**src/rtl/zl_dvb_s_pkg.sv**
```systemverilog
// DVB-S puncturer shared definitions.
// Rate codes, period lengths and keep masks.
package zl_dvb_s_pkg;

  typedef enum logic [2:0] {
    RATE_1_2 = 3'd0,
    RATE_2_3 = 3'd1,
    RATE_3_4 = 3'd2,
    RATE_5_6 = 3'd3,
    RATE_7_8 = 3'd4
  } rate_e;

  localparam logic [2:0] P_1_2 = 3'd1;
  localparam logic [2:0] P_2_3 = 3'd2;
  localparam logic [2:0] P_3_4 = 3'd3;
  localparam logic [2:0] P_5_6 = 3'd5;
  localparam logic [2:0] P_7_8 = 3'd7;

  // Bit n of a mask is the keep flag for phase n.
  localparam logic [6:0] XM_1_2 = 7'b0000001;
  localparam logic [6:0] YM_1_2 = 7'b0000001;
  localparam logic [6:0] XM_2_3 = 7'b0000001;
  localparam logic [6:0] YM_2_3 = 7'b0000011;
  localparam logic [6:0] XM_3_4 = 7'b0000101;
  localparam logic [6:0] YM_3_4 = 7'b0000011;
  localparam logic [6:0] XM_5_6 = 7'b0010101;
  localparam logic [6:0] YM_5_6 = 7'b0001011;
  localparam logic [6:0] XM_7_8 = 7'b1010001;
  localparam logic [6:0] YM_7_8 = 7'b0101111;

  // Unused codes 5..7 fall back to rate 1/2.
  function automatic logic [2:0] norm_rate(
    input logic [2:0] r
  );
    return (r > 3'd4) ? 3'd0 : r;
  endfunction

endpackage

```
**src/rtl/zl_dvb_s_puncture_pattern.sv**
```systemverilog
// DVB-S puncture pattern lookup.
// Maps (rate, phase) to keep flags and period end.
module zl_dvb_s_puncture_pattern
  import zl_dvb_s_pkg::*;
(
  input  logic [2:0] rate_active,
  input  logic [2:0] phase,
  output logic       keep_x,
  output logic       keep_y,
  output logic       last_phase
);

  logic [7:0] w_xm;
  logic [7:0] w_ym;
  logic [2:0] w_per;

  // Select masks and period for the active rate.
  always_comb begin
    w_xm  = {1'b0, XM_1_2};
    w_ym  = {1'b0, YM_1_2};
    w_per = P_1_2;
    case (rate_active)
      RATE_2_3: begin
        w_xm  = {1'b0, XM_2_3};
        w_ym  = {1'b0, YM_2_3};
        w_per = P_2_3;
      end
      RATE_3_4: begin
        w_xm  = {1'b0, XM_3_4};
        w_ym  = {1'b0, YM_3_4};
        w_per = P_3_4;
      end
      RATE_5_6: begin
        w_xm  = {1'b0, XM_5_6};
        w_ym  = {1'b0, YM_5_6};
        w_per = P_5_6;
      end
      RATE_7_8: begin
        w_xm  = {1'b0, XM_7_8};
        w_ym  = {1'b0, YM_7_8};
        w_per = P_7_8;
      end
      default: begin
        w_xm  = {1'b0, XM_1_2};
        w_ym  = {1'b0, YM_1_2};
        w_per = P_1_2;
      end
    endcase
  end

  assign keep_x     = w_xm[phase];
  assign keep_y     = w_ym[phase];
  assign last_phase = (phase == w_per - 3'd1);

endmodule

```
**src/rtl/zl_dvb_s_puncturer.sv**
```systemverilog
// DVB-S convolutional code puncturer.
// Kept X/Y bits pass through a 3-bit FIFO into I/Q pairs.
module zl_dvb_s_puncturer
  import zl_dvb_s_pkg::*;
(
  input  logic       clk,
  input  logic       rst,
  input  logic [2:0] rate,
  input  logic       data_in_x,
  input  logic       data_in_y,
  input  logic       data_in_req,
  output logic       data_in_ack,
  output logic       data_out_i,
  output logic       data_out_q,
  output logic       data_out_req,
  input  logic       data_out_ack,
  output logic [2:0] rate_active
);

  logic [2:0] r_fifo;
  logic [1:0] r_count;
  logic [2:0] r_phase;
  logic [2:0] r_rate;

  logic [2:0] w_rate_eff;
  logic       w_keep_x;
  logic       w_keep_y;
  logic       w_last;
  logic       w_push;
  logic       w_pop;
  logic [2:0] w_fifo_nx;
  logic [1:0] w_idx;

  // A new period takes the live rate; mid-period keeps the latched one.
  assign w_rate_eff = (r_phase == 3'd0) ?
                      norm_rate(rate) : r_rate;

  zl_dvb_s_puncture_pattern u_pat (
    .rate_active (w_rate_eff),
    .phase       (r_phase),
    .keep_x      (w_keep_x),
    .keep_y      (w_keep_y),
    .last_phase  (w_last)
  );

  assign data_out_req = !rst && (r_count >= 2'd2);
  assign data_out_i   = rst ? 1'b0 : r_fifo[0];
  assign data_out_q   = rst ? 1'b0 : r_fifo[1];
  assign rate_active  = rst ? 3'd0 : r_rate;
  assign data_in_ack  = rst || (r_count <= 2'd1) ||
                        data_out_ack;

  assign w_pop  = data_out_req && data_out_ack;
  assign w_push = data_in_req && data_in_ack;

  // Pop the head pair, then append kept bits X before Y.
  always_comb begin
    w_fifo_nx = w_pop ? {2'b00, r_fifo[2]} : r_fifo;
    w_idx     = w_pop ? r_count - 2'd2 : r_count;
    if (w_push && w_keep_x) begin
      w_fifo_nx[w_idx] = data_in_x;
      w_idx            = w_idx + 2'd1;
    end
    if (w_push && w_keep_y) begin
      w_fifo_nx[w_idx] = data_in_y;
      w_idx            = w_idx + 2'd1;
    end
  end

  // FIFO, phase counter and rate latch.
  always_ff @(posedge clk) begin
    if (rst) begin
      r_fifo  <= '0;
      r_count <= '0;
      r_phase <= '0;
      r_rate  <= '0;
    end else begin
      r_fifo  <= w_fifo_nx;
      r_count <= w_idx;
      if (w_push) begin
        r_phase <= w_last ? 3'd0 : r_phase + 3'd1;
        if (r_phase == 3'd0)
          r_rate <= w_rate_eff;
      end
    end
  end

endmodule
```
**config.mk**
```make
export PLATFORM = sky130hd
export DESIGN_NAME = zl_dvb_s_puncturer
export DESIGN_NICKNAME = d
export VERILOG_FILES = /design/src/rtl/zl_dvb_s_pkg.sv /design/src/rtl/zl_dvb_s_puncture_pattern.sv /design/src/rtl/zl_dvb_s_puncturer.sv
export SDC_FILE = /design/constraint.sdc
export NUM_CORES = 1
export LEC_CHECK = 0
export ABC_AREA = 1
export CAP_MARGIN = 20
export CORE_ASPECT_RATIO = 1.5
export CORE_UTILIZATION = 55
export DETAILED_ROUTE_END_ITERATION = 10
export HOLD_SLACK_MARGIN = 0.12
export PLACE_DENSITY = 0.83
export REMOVE_ABC_BUFFERS = 1
export SLEW_MARGIN = 20
export SYNTH_ARGS = -nofsm -noshare
export SYNTH_HDL_FRONTEND = slang
export SYNTH_SLANG_ARGS = --single-unit
export TNS_END_PERCENT = 30
```
**constraint.sdc**
```tcl
create_clock -name clk -period 5.4 [get_ports clk]
set_input_delay 1.08 -clock clk [delete_from_list [all_inputs] [get_ports clk]]
set_output_delay 1.08 -clock clk [all_outputs]
set_load 0.02 [all_outputs]
```
; Word-level counts from Yosys, hierarchy flattened
; Index checks and enable logic that the tools add are counted.
[word_totals]
register_bits = 11
in_bits = 9
output_inout_bits = 7
wordCells = 60
[op_classes]
n_addsub = 5
n_lt_le_gt_ge = 8
n_eq_ne = 5
n_mux = 25
n_reduce_logical = 13
[ops]
columns = op, n
row1 = $mux 3, 7
row2 = $pmux 7 s3, 1
row3 = $pmux 6 s3, 1
row4 = $pmux 3 s4, 1
row5 = $logic_and 1x1->1, 7
row6 = $bmux 1 s3, 2
row7 = $bwmux 3, 2
row8 = $eq 3x2->1 const B, 2
row9 = $lt 2x3->1 const B, 2
row10 = $mux 1, 6
row11 = $mux 2, 3
row12 = $add 2x1->2 const B, 2
row13 = $demux 1 s2, 2
row14 = $ge 2x1->1 const B, 2
row15 = $lt 3x4->1 const B, 1
row16 = $add 3x1->3 const B, 1
row17 = $eq 3x1->1 const B, 1
row18 = $eq 3x3->1, 1
row19 = $eq 3x3->1 const B, 1
row20 = $gt 3x3->1 const B, 1
row21 = $logic_not 3->1, 1
row22 = $sub 3x1->3 const B, 1
row23 = $ge 2x2->1 const B, 1
row24 = $le 2x1->1 const B, 1
row25 = 5 further kinds, 6

; Longest topological paths before layout
; Gate-level depths: netlist of the first run.
[depth]
word_depth = 15
depth_mapped = 19
depth_no_buf = 19

; Modules after synthesis
; A second synthesis of the first run with hierarchy kept.
[unflattened]
hier_cells = 162
hier_area_um2 = 989.7
[by_module_without_submodules]
columns = mod, n_inst, cells_per_inst, area_each_um2, seq_area_each_um2
row1 = zl_dvb_s_puncturer, 1, 123, 819.5, 220.2
row2 = zl_dvb_s_puncture_pattern, 1, 39, 170.2, 0.0

; Least setup slack after synthesis of the first run
; OpenSTA, ideal clock, no wires.
[synth_timing]
kind = input to register
start = in rst
end = reg r_fifo[2]
setup_ps = 113
arrival_time_ps = 2924
required_time_ps = 5287
setup_slack_ps = 2363
path_stages = 14
n_path_buf = 1
path_cell_list = buf_4 > nor2_1 > nand2_1 > nand2_1 > nor2_1 > nand2_4 > nand2_1 > nand2_1 > inv_1 > ha_1 > nand2_2 > o21ai_2 > nand2_1 > nor2_1
[synth_between]
elab_chain_len = 12
elab_cells_between_ends = 26
classes_between = add/sub: 1 / order compare: 4 / mux: 11 / reduce/logical: 10
[synth_lines]
columns = item, line_no
row1 = start: declaration, zl_dvb_s_puncturer.sv:7  ; input logic rst,
row2 = $logic_not 1->1 *, zl_dvb_s_puncturer.sv:46  ; assign data_out_req = !rst && (r_count >= 2'd2);
row3 = $logic_and 1x1->1 *, zl_dvb_s_puncturer.sv:46
row4 = named net data_out_req, zl_dvb_s_puncturer.sv:15  ; output logic data_out_req,
row5 = $logic_and 1x1->1 *, zl_dvb_s_puncturer.sv:53  ; assign w_pop = data_out_req && data_out_ack;
row6 = $mux 2, zl_dvb_s_puncturer.sv:59  ; w_idx = w_pop ? r_count - 2'd2 : r_count;
row7 = $add 2x1->2 (tied with other cells), zl_dvb_s_puncturer.sv:62  ; w_idx = w_idx + 2'd1;
row8 = $mux 2 / $logic_and 1x1->1 (equally long branches), "zl_dvb_s_puncturer.sv:60, zl_dvb_s_puncturer.sv:61"
row9 = $lt 2x3->1 (not written as such) (tied with other cells), zl_dvb_s_puncturer.sv:65  ; w_fifo_nx[w_idx] = data_in_y;
row10 = $logic_and 1x1->1 (not written as such) / $demux 1 s2 (equally long branches), "zl_dvb_s_puncturer.sv:65, zl_dvb_s_puncturer.sv:61"
row11 = $mux 1 (not written as such) / $bwmux 3 (equally long branches), "zl_dvb_s_puncturer.sv:65, zl_dvb_s_puncturer.sv:61"
row12 = $demux 1 s2 / $mux 3 (equally long branches), "zl_dvb_s_puncturer.sv:65, zl_dvb_s_puncturer.sv:60"
row13 = $bwmux 3, zl_dvb_s_puncturer.sv:65
row14 = $mux 3 *, zl_dvb_s_puncturer.sv:64  ; if (w_push && w_keep_y) begin
row15 = end signal: assignment, zl_dvb_s_puncturer.sv:78  ; r_fifo <= w_fifo_nx;
row16 = end: declaration, zl_dvb_s_puncturer.sv:20  ; logic [2:0] r_fifo;
; The timed path passes the listed nets; every way through them passes the cells marked *.
; A chain may end at the register's enable or synchronous reset.

; Final worst setup path of the first run
[layout_timing]
start = in rst
end = out data_in_ack
[layout_between]
elab_chain_len = 2
[layout_lines]
columns = item, line_no
row1 = $logic_or 1x1->1 (2 in a row), zl_dvb_s_puncturer.sv:50  ; assign data_in_ack = rst || (r_count <= 2'd1) ||
row2 = end: declaration, zl_dvb_s_puncturer.sv:12  ; output logic data_in_ack,
; Every way passes these cells.

==> run metrics, run 1 <==
status=finished, final reports clean; DR iter-0 viols=38; vias in the first global route=1061; top post-synthesis cells by count=nand2_1, inv_1, nor2_1, dfxtp_1, nand3_1; final-report hold violation count=0; Crit. End Element=output port; Crit path top cell by count=clkdlybuf4s50_1; Post-Layout Cell Count=219; CTS Root Cell=clkbuf_4; Die ar.=2250 um^2; Worst Path Buf+Inv=2; Synth area leaders=dfxtp_1, nand2_1, inv_1; # setup viols final=0; crit path launch type=primary input; pin count of the biggest net entering global routing=10; leading area contributor after synthesis=dfxtp_1; Num CTS Buffers=3; IO Pins=16; Synth cell types=23; Post-Syn Area=1130 um^2; Synth top area share=19.4%; VDD IR max=271 uV; GRT overflow=0; Post-synth EDFFs=0; area delta synth->final=17.2%; Seq cells post-synth=11; Max clock buf depth=2; CP Max Fanout=9; Highest Clock Rate=0.268 GHz; Arr. time, crit path=2.65 ns; RSZ-0062 raised after global routing=no; vias per cell=5.05; cell with the most instances after synthesis=nand2_1; Initial Utilization=60.4%; critical path's largest stage delay=0.58 ns; drt first pass iters=4; Final GP Congestion=0.791; htree depth=1; Site Rows=19; clock-pin slew on the worst setup and hold paths=0.07 ns; die height=57.6 um; first-pass GRT wire length=4020 um; DR WL/cell=10.9 um; CP max-delay cell=clkdlybuf4s50_1; Core ar.=1880 um^2; Placed Instances=215; Seq/Total Area, Yosys=19.4%; placed cell areas=1300 um^2; initial antenna violation count=0; Max Cap Viol=0; Skew-Pair Late Insertion Delay=0.27 ns; Worst path top cell family by delay=buffers and inverters; DRC violations left=0; die width=39.1 um; Crit Path Category=in2out; pre-CTS WS=1.71 ns; Most used DFF post-synth=dfxtp_1; worst endpoint required time=4.32 ns; Avg Inst Size Synth=6.30 um^2; yosys warns=0; dpl hpwl=1990 um; leak pwr=0.683 nW; Rel. slew slack=70.2%; Clock Sinks=11; total power=639 uW; final setup TNS=0 ns; nets@finish=216; Antenna Cells=0; hold-fix buffers at CTS=0; period utilisation layout=69.1%; layout cells sized above 1=14.6%; aggregate global-route resource usage=24.9%; pins over their slew limit=0; CTS resizes=0; ANT nets after route=0; fin area=1330 um^2; Worst Tran Pin Value=0.446 ns; setup bufs post-CTS=0; Hold Crit Class=reg2reg; via count of the routed design=1107; fraction of registers with async set/reset=0%; crit path cell chain=clkdlybuf4s50_1 > nor2_1 > nand2_1 > clkdlybuf4s50_1; IO buf count=15; final WL=2380 um; power density over the cells=481 nW/um^2; setup slack after layout=1.67 ns; Tmin final=3.73 ns; TritonCTS clock tree=yes; clk_skew=0.00182 ns; Cells after Synth=180
[final timing paths]
check,from,to,slack [ns],cells past startpoint
max reg2reg,r_phase[1],r_phase[0],2.83,15
min,r_rate[2],r_rate[2],0.49,2
max,rst,data_in_ack,1.67,4
min reg2reg,r_rate[2],r_rate[2],0.49,2
[registers in the layout, summed over array words and instances (netlist names)]
register / cells
r_phase: 3
r_rate: 3
r_count: 2
r_fifo: 3
[layer usage]
| layer | vias to the layer above | track usage [%] | share of wire [%] |
|---|---|---|---|
| met2 | 26 | 46.2 | 54 |
| met5 | - | 0 | 0 |
| met4 | 0 | 12.3 | 1.9 |
| met3 | 6 | 4.60 | 3.9 |
| met1 | 486 | 24.4 | 40 |
| li1 | 589 | - | - |
[area by class of cell]
type / instances / area, um^2
Clock buffer: 4 / 26.3
Inverter: 31 / 116
Multi-Input combinational cell: 137 / 791
Fill cell: 157 / 548
Tap cell: 21 / 26.3
Sequential cell: 11 / 220
Timing Repair Buffer: 15 / 150
[stage by stage]
step	hold slack (ns)	util, %
finish	0.486	70.8
global route	0.528	70.8
CTS	0.483	70.8
detailed placement	0.473	69.4
global placement	0.467	69.4
floorplan	0.447	-
[layout by cell type, fill, tap and decap left out, drive strengths merged]
master / instances
nand2: 67
inv: 31
nor2: 23
clkdlybuf4s50: 15
nand3: 12
dfxtp: 11
a21oi: 10
o21ai: 10
ha: 8
xor2: 4
clkbuf: 4
nand4: 2
or2: 1
[tightest hold or removal path, delay by kind of cell (launching register included)]
| kind | cells | cell delay [ns] |
|---|---|---|
| simple gates | 1 | 0.06 |
| compound gates | 1 | 0.05 |
| flops | 1 | 0.32 |
[power breakdown]
| group | leakage, nW | internal [mW] | total, mW | switching [mW] |
|---|---|---|---|---|
| clock | 0.0150 | 0.0287 | 0.0580 | 0.0293 |
| combinational | 0.577 | 0.167 | 0.450 | 0.284 |
| sequential | 0.0905 | 0.108 | 0.131 | 0.0231 |
[kinds of logic (layout without fill, tap and decap cells)]
family	after synthesis	count (layout)	share of synthesized area, %
adder cells (fa/ha/maj)	8	8	8.82
AND/OR/NAND/NOR	105	105	47.0
AO/OA/AOI/OAI	20	20	10.8
buffers and inverters	32	50	10.9
flip-flops	11	11	19.4
XOR/XNOR	4	4	3.09
No activity file was read; power rests on OpenSTA's default activity.
==> run 2, diff against run 1 <==
--- a/config.mk
+++ b/config.mk
@@ -8,10 +8,10 @@
 export ABC_AREA = 1
 export CAP_MARGIN = 20
 export CORE_ASPECT_RATIO = 1.5
-export CORE_UTILIZATION = 55
+export CORE_UTILIZATION = 54
 export DETAILED_ROUTE_END_ITERATION = 10
 export HOLD_SLACK_MARGIN = 0.12
-export PLACE_DENSITY = 0.83
+export PLACE_DENSITY = 0.82
 export REMOVE_ABC_BUFFERS = 1
 export SLEW_MARGIN = 20
 export SYNTH_ARGS = -nofsm -noshare
==> constraint.sdc (replaced) <==
create_clock -name clk -period 3.9 [get_ports clk]
set_input_delay 0.78 -clock clk [delete_from_list [all_inputs] [get_ports clk]]
set_output_delay 0.78 -clock clk [all_outputs]
set_load 0.02 [all_outputs]
==> run metrics, run 2 (synthesis gave the netlist of run 1 again) <==
period utilisation layout=78.5%; clock power share=8.7% (-0.4 points); dpl hpwl=2110 um (+5.8%); final-report hold violation count=0 (unchanged); power density over the cells=673 nW/um^2 (+40%); end of the worst hold path=r_rate[2]; worst endpoint required time=3.12 ns (-1.20 ns); clock-pin slew on the worst setup and hold paths=0.07 ns (about the same); via count of the routed design=1106 (-0.090%); Initial Utilization=56.7% (-3.7 points); CTS resizes=0 (unchanged); setup bufs post-CTS=0 (unchanged); Crit. End Element=output port; FF-to-FF setup slack=1.31 ns (-1.52 ns); DR WL/cell=11.2 um (+2.9%); Tmin final=3.06 ns; ANT nets after route=0 (unchanged); FF-to-FF Start=r_phase[1]; crit path from=rst; Clock Sinks=11 (unchanged); Worst Reg-to-Reg Cells=15 (unchanged); IO Pins=16 (unchanged); VDD IR max=346 uV (+28%); crit path launch type=primary input; Max clock buf depth=2 (unchanged); Hold Crit Class=reg2reg; Sequential Power Share=20.2% (-0.3 points); FF-to-FF End=r_phase[0]; hold-fix buffers at CTS=0 (unchanged); Crit path top cell by count=clkdlybuf4s50_1; Rel. slew slack=70.4% (+0.23 points); die width=39.4 um (+0.87%); initial antenna violation count=0 (unchanged); drt first pass iters=4 (unchanged); DRC violations left=0 (unchanged); Num CTS Buffers=3 (unchanged); Final GP Congestion=0.789 (-0.27%); fillcell total=189 (+20%); pin count of the biggest net entering global routing=10 (unchanged); CTS Root Cell=clkbuf_4; area delta synth->final=17.3% (about the same); Die ar.=2290 um^2 (+1.8%); vias per cell=5.03 (-0.54%); final setup TNS=0 ns (unchanged); Psw=475 uW (+41%); Comb pwr share=71.1% (+0.6 points); Core ar.=2000 um^2 (+6.6%); aggregate global-route resource usage=24.2% (-0.74 points); Antenna Cells=0 (unchanged); leak pwr=0.683 nW (unchanged); commonest non-fill, non-tap cell in the layout=nand2_1; Crit Path Category=in2out; final WL=2460 um (+3.3%); vias in the first global route=991 (-6.6%); # setup viols final=0 (unchanged); CP max-delay cell=clkdlybuf4s50_1; layout cells sized above 1=14.6% (unchanged); DR iter-0 viols=18 (-53%); Skew-Pair Late Insertion Delay=0.27 ns (about the same); critical path's largest stage delay=0.65 ns (+0.07 ns); CP Max Fanout=9 (unchanged); Worst Tran Pin Value=0.443 ns (-0.00340 ns); pins over their slew limit=0 (unchanged); Arr. time, crit path=2.28 ns (-0.37 ns); htree depth=1 (unchanged); GRT overflow=0 (unchanged); Max Cap Viol=0 (unchanged); status=finished, final reports clean; nets@finish=216 (unchanged); worst hold start=r_rate[2]; die height=58.1 um (+0.89%); P_int=421 uW (+39%); TritonCTS clock tree=yes; Highest Clock Rate=0.327 GHz; first-pass GRT wire length=3930 um (-2.2%); clk_skew=0.00567 ns (+0.00386 ns); RSZ-0062 raised after global routing=no; fin area=1330 um^2 (about the same); switch share=53.0% (+0.45 points); crit path cell chain=clkdlybuf4s50_1 > nor2_1 > nand2_1 > clkdlybuf4s50_1; Hold Path Depth=2 (unchanged); Largest regs=r_fifo (3), r_phase (3), r_rate (3); IO buf count=15 (unchanged); placed cell areas=1310 um^2 (about the same); most frequent cells in the layout=nand2_1, inv_1, nor2_1; Site Rows=20 (+1)
run 2: cell counts in the layout (fill, tap and decap cells not counted):
No cell type changed its count.
run 2: how the worst max path moves through the flow:
stage | end | slack [ns] | cells after the start
floorplan | r_fifo[2] | 1.31 | 13
global placement | data_in_ack | 0.85 | 4
detailed placement | r_fifo[2] | 0.81 | 13
CTS | data_in_ack | 0.84 | 4
global route | data_in_ack | 0.71 | 4
finish | data_in_ack | 0.84 | 4
run 2: through the flow:
step / instances / power, mW / utilization (%) / setup slack [ns] / hold WS (ns)
6_report: 220 / 0.896 / 66.5 / 0.838 / 0.485
5_1_grt: 220 / 0.978 / 66.5 / 0.705 / 0.518
4_1_cts: 220 / 0.902 / 66.5 / 0.839 / 0.489
3_5_place_dp: 216 / 0.821 / 65.2 / 0.805 / 0.478
3_3_place_gp: 216 / 0.797 / 65.2 / 0.846 / 0.465
2_1_floorplan: 179 / 0.686 / - / 1.31 / 0.447
run 2: area by class of cell:
class / count / area (um^2) / share of cell area [%]
inverter: 31 / 116 / 8.74
multi-input combinational: 137 / 791 / 59.4
sequential: 11 / 220 / 16.5
tap: 22 / 27.5 / 2.07
clock buffer: 4 / 26.3 / 1.97
timing repair buffer: 15 / 150 / 11.3
run 2: critical path, delay by kind of cell:
kind                   cells  cell delay [ns]
buffers and inverters      2             1.26
AND/OR/NAND/NOR            2             0.24
run 2: metal layers:
layer	up-vias	track usage (%)	routed length, um
li1	588	-	-
met2	17	46.1	1380
met3	9	2.30	50
met5	-	0	0
met4	0	11.8	70
met1	492	23.4	960
run 2: power groups by stage:
stage	combinational [mW]	sequential, mW	clock (mW)
detailed placement	0.638	0.183	0
finish	0.637	0.181	0.0784
floorplan	0.513	0.174	0
CTS	0.640	0.181	0.0804
global route	0.708	0.186	0.0832
global placement	0.616	0.181	0
==> run 3, diff against run 2 <==
--- a/config.mk
+++ b/config.mk
@@ -8,10 +8,10 @@
 export ABC_AREA = 1
 export CAP_MARGIN = 20
 export CORE_ASPECT_RATIO = 1.5
-export CORE_UTILIZATION = 54
+export CORE_UTILIZATION = 49
 export DETAILED_ROUTE_END_ITERATION = 10
 export HOLD_SLACK_MARGIN = 0.12
-export PLACE_DENSITY = 0.82
+export PLACE_DENSITY = 0.79
 export REMOVE_ABC_BUFFERS = 1
 export SLEW_MARGIN = 20
 export SYNTH_ARGS = -nofsm -noshare
==> constraint.sdc (replaced) <==
create_clock -name clk -period 2.7 [get_ports clk]
set_input_delay 0.54 -clock clk [delete_from_list [all_inputs] [get_ports clk]]
set_output_delay 0.54 -clock clk [all_outputs]
set_load 0.02 [all_outputs]
==> run metrics, run 3 (synthesis gave the netlist of run 1 again) <==
area delta synth->final=20.7%; crit path from=rst; htree depth=1 (unchanged); setup bufs post-CTS=0 (unchanged); power density over the cells=960 nW/um^2 (+43%); Die ar.=2520 um^2 (+9.8%); leak pwr=0.708 nW (+3.7%); Sequential Power Share=18.8% (-1.4 points); most frequent cells in the layout=nand2_1, inv_1, nor2_1; DRC violations left=0 (unchanged); Util after Layout=62.1% (-4.4 points); switch share=52.3% (-0.69 points); Highest Clock Rate=0.416 GHz; Largest regs=r_fifo (3), r_phase (3), r_rate (3); via count of the routed design=1125 (+1.7%); aggregate global-route resource usage=23.7% (-0.41 points); Arr. time, crit path=1.86 ns (-0.42 ns); IO Pins=16 (unchanged); commonest non-fill, non-tap cell in the layout=nand2_1; Tmin final=2.40 ns; Max clock buf depth=2 (unchanged); worst endpoint required time=2.16 ns (-0.96 ns); ANT nets after route=0 (unchanged); Crit. End Element=output port; vias per cell=4.98 (-0.98%); Worst Tran Pin Value=0.513 ns (+0.0709 ns); pins over their slew limit=0 (unchanged); final-report hold violation count=0 (unchanged); P_int=627 uW (+49%); GRT overflow=0 (unchanged); Fin Hold WS=0.488 ns (+0.00348 ns); DR WL/cell=11.1 um (-0.52%); CP Max Fanout=8 (-1); Psw=688 uW (+45%); nets@finish=221 (+2.3%); dpl hpwl=2090 um (-0.83%); Comb pwr share=72.4% (+1.3 points); initial antenna violation count=0 (unchanged); layout cells sized above 1=16.7% (+2.1 points); crit path launch type=primary input; IO buf count=15 (unchanged); clock-pin slew on the worst setup and hold paths=0.07 ns (about the same); Rel. slew slack=65.6% (-4.7 points); CTS Root Cell=clkbuf_4; die width=41.3 um (+4.7%); VDD IR max=460 uV (+33%); Skew-Pair Late Insertion Delay=0.28 ns (about the same); Antenna Cells=0 (unchanged); die height=60.9 um (+4.8%); drt first pass iters=4 (unchanged); period utilisation layout=89.1%; pin count of the biggest net entering global routing=9 (-1); DR iter-0 viols=18 (unchanged); Max Cap Viol=0 (unchanged); FF-to-FF Start=r_phase[0]; # setup viols final=0 (unchanged); Initial Utilization=51.4% (-5.3 points); Site Rows=21 (+5.0%); RSZ-0062 raised after global routing=no; Core ar.=2210 um^2 (+10%); final WL=2510 um (+2.2%); Crit Path Category=in2out; worst hold start=r_rate[2]; Final GP Congestion=0.807 (+2.2%); clk_skew=0.00566 ns (-0.0000144 ns); Hold Crit Class=reg2reg; Clock Sinks=11 (unchanged); vias in the first global route=1096 (+11%); Num CTS Buffers=3 (unchanged); TritonCTS clock tree=yes; clock power share=8.7% (about the same); first-pass GRT wire length=4050 um (+3.0%); status=finished, final reports clean
-- run 3: cell types whose count changed in the layout (fill, tap and decap cells not counted) --
cell,change
o21ai_1,+1
o21ai_0,-1
buf_4,+5
-- run 3: layer usage --
layer	vias to the layer above	track usage [%]	wire length (um)
met5	-	0	0
met4	0	12.0	59
met3	8	2.93	44
met2	17	47.3	1440
met1	503	20.6	965
li1	597	-	-
-- run 3: path summary, 6_finish.rpt --
kind | end | slack, ns | cells past startpoint
worst max register to register | r_phase[0] | 0.33 | 15
worst min-delay path | r_rate[2] | 0.49 | 2
worst max-delay path | rate_active[0] | 0.30 | 4
worst min register to register | r_rate[2] | 0.49 | 2
-- run 3: power by group through the flow --
stage                     Sequential, mW  Combinational [mW]  Clock, mW
final                              0.248               0.952      0.115
after global routing               0.254                1.07      0.129
after CTS                          0.247               0.956      0.118
after detailed placement           0.251               0.951          0
after global placement             0.249               0.917          0
after floorplan                    0.251               0.740          0
-- run 3: metrics by stage --
| stage | TNS, ns | total power, mW | cell area, um^2 | setup slack [ns] | instances |
|---|---|---|---|---|---|
| 2_1_floorplan | 0 | 0.991 | 1130 | 0.354 | 179 |
| 3_3_place_gp | 0 | 1.17 | 1340 | 0.0498 | 222 |
| 3_5_place_dp | -0.00223 | 1.20 | 1340 | -0.00223 | 222 |
| 4_1_cts | 0 | 1.32 | 1370 | 0.232 | 226 |
| 5_1_grt | 0 | 1.45 | 1370 | 0.0896 | 226 |
| 6_report | 0 | 1.32 | 1370 | 0.296 | 226 |
-- run 3: final cells by class --
type	instances	area [um^2]
Fill cell	211	837
Tap cell	23	28.8
Timing Repair Buffer	20	188
Clock buffer	4	26.3
Sequential cell	11	220
Inverter	31	116
Multi-Input combinational cell	137	791
-- run 3: what timing repair did --
action	in CTS	in global routing
gates resized for setup	0	1
hold buffers	0	0
setup endpoints to repair	0	1
-- run 3: critical path, cell delays in order --
cell	delay, ns
clkdlybuf4s50_1	0.42
buf_4	0.18
nor2_1	0.11
clkdlybuf4s50_1	0.61
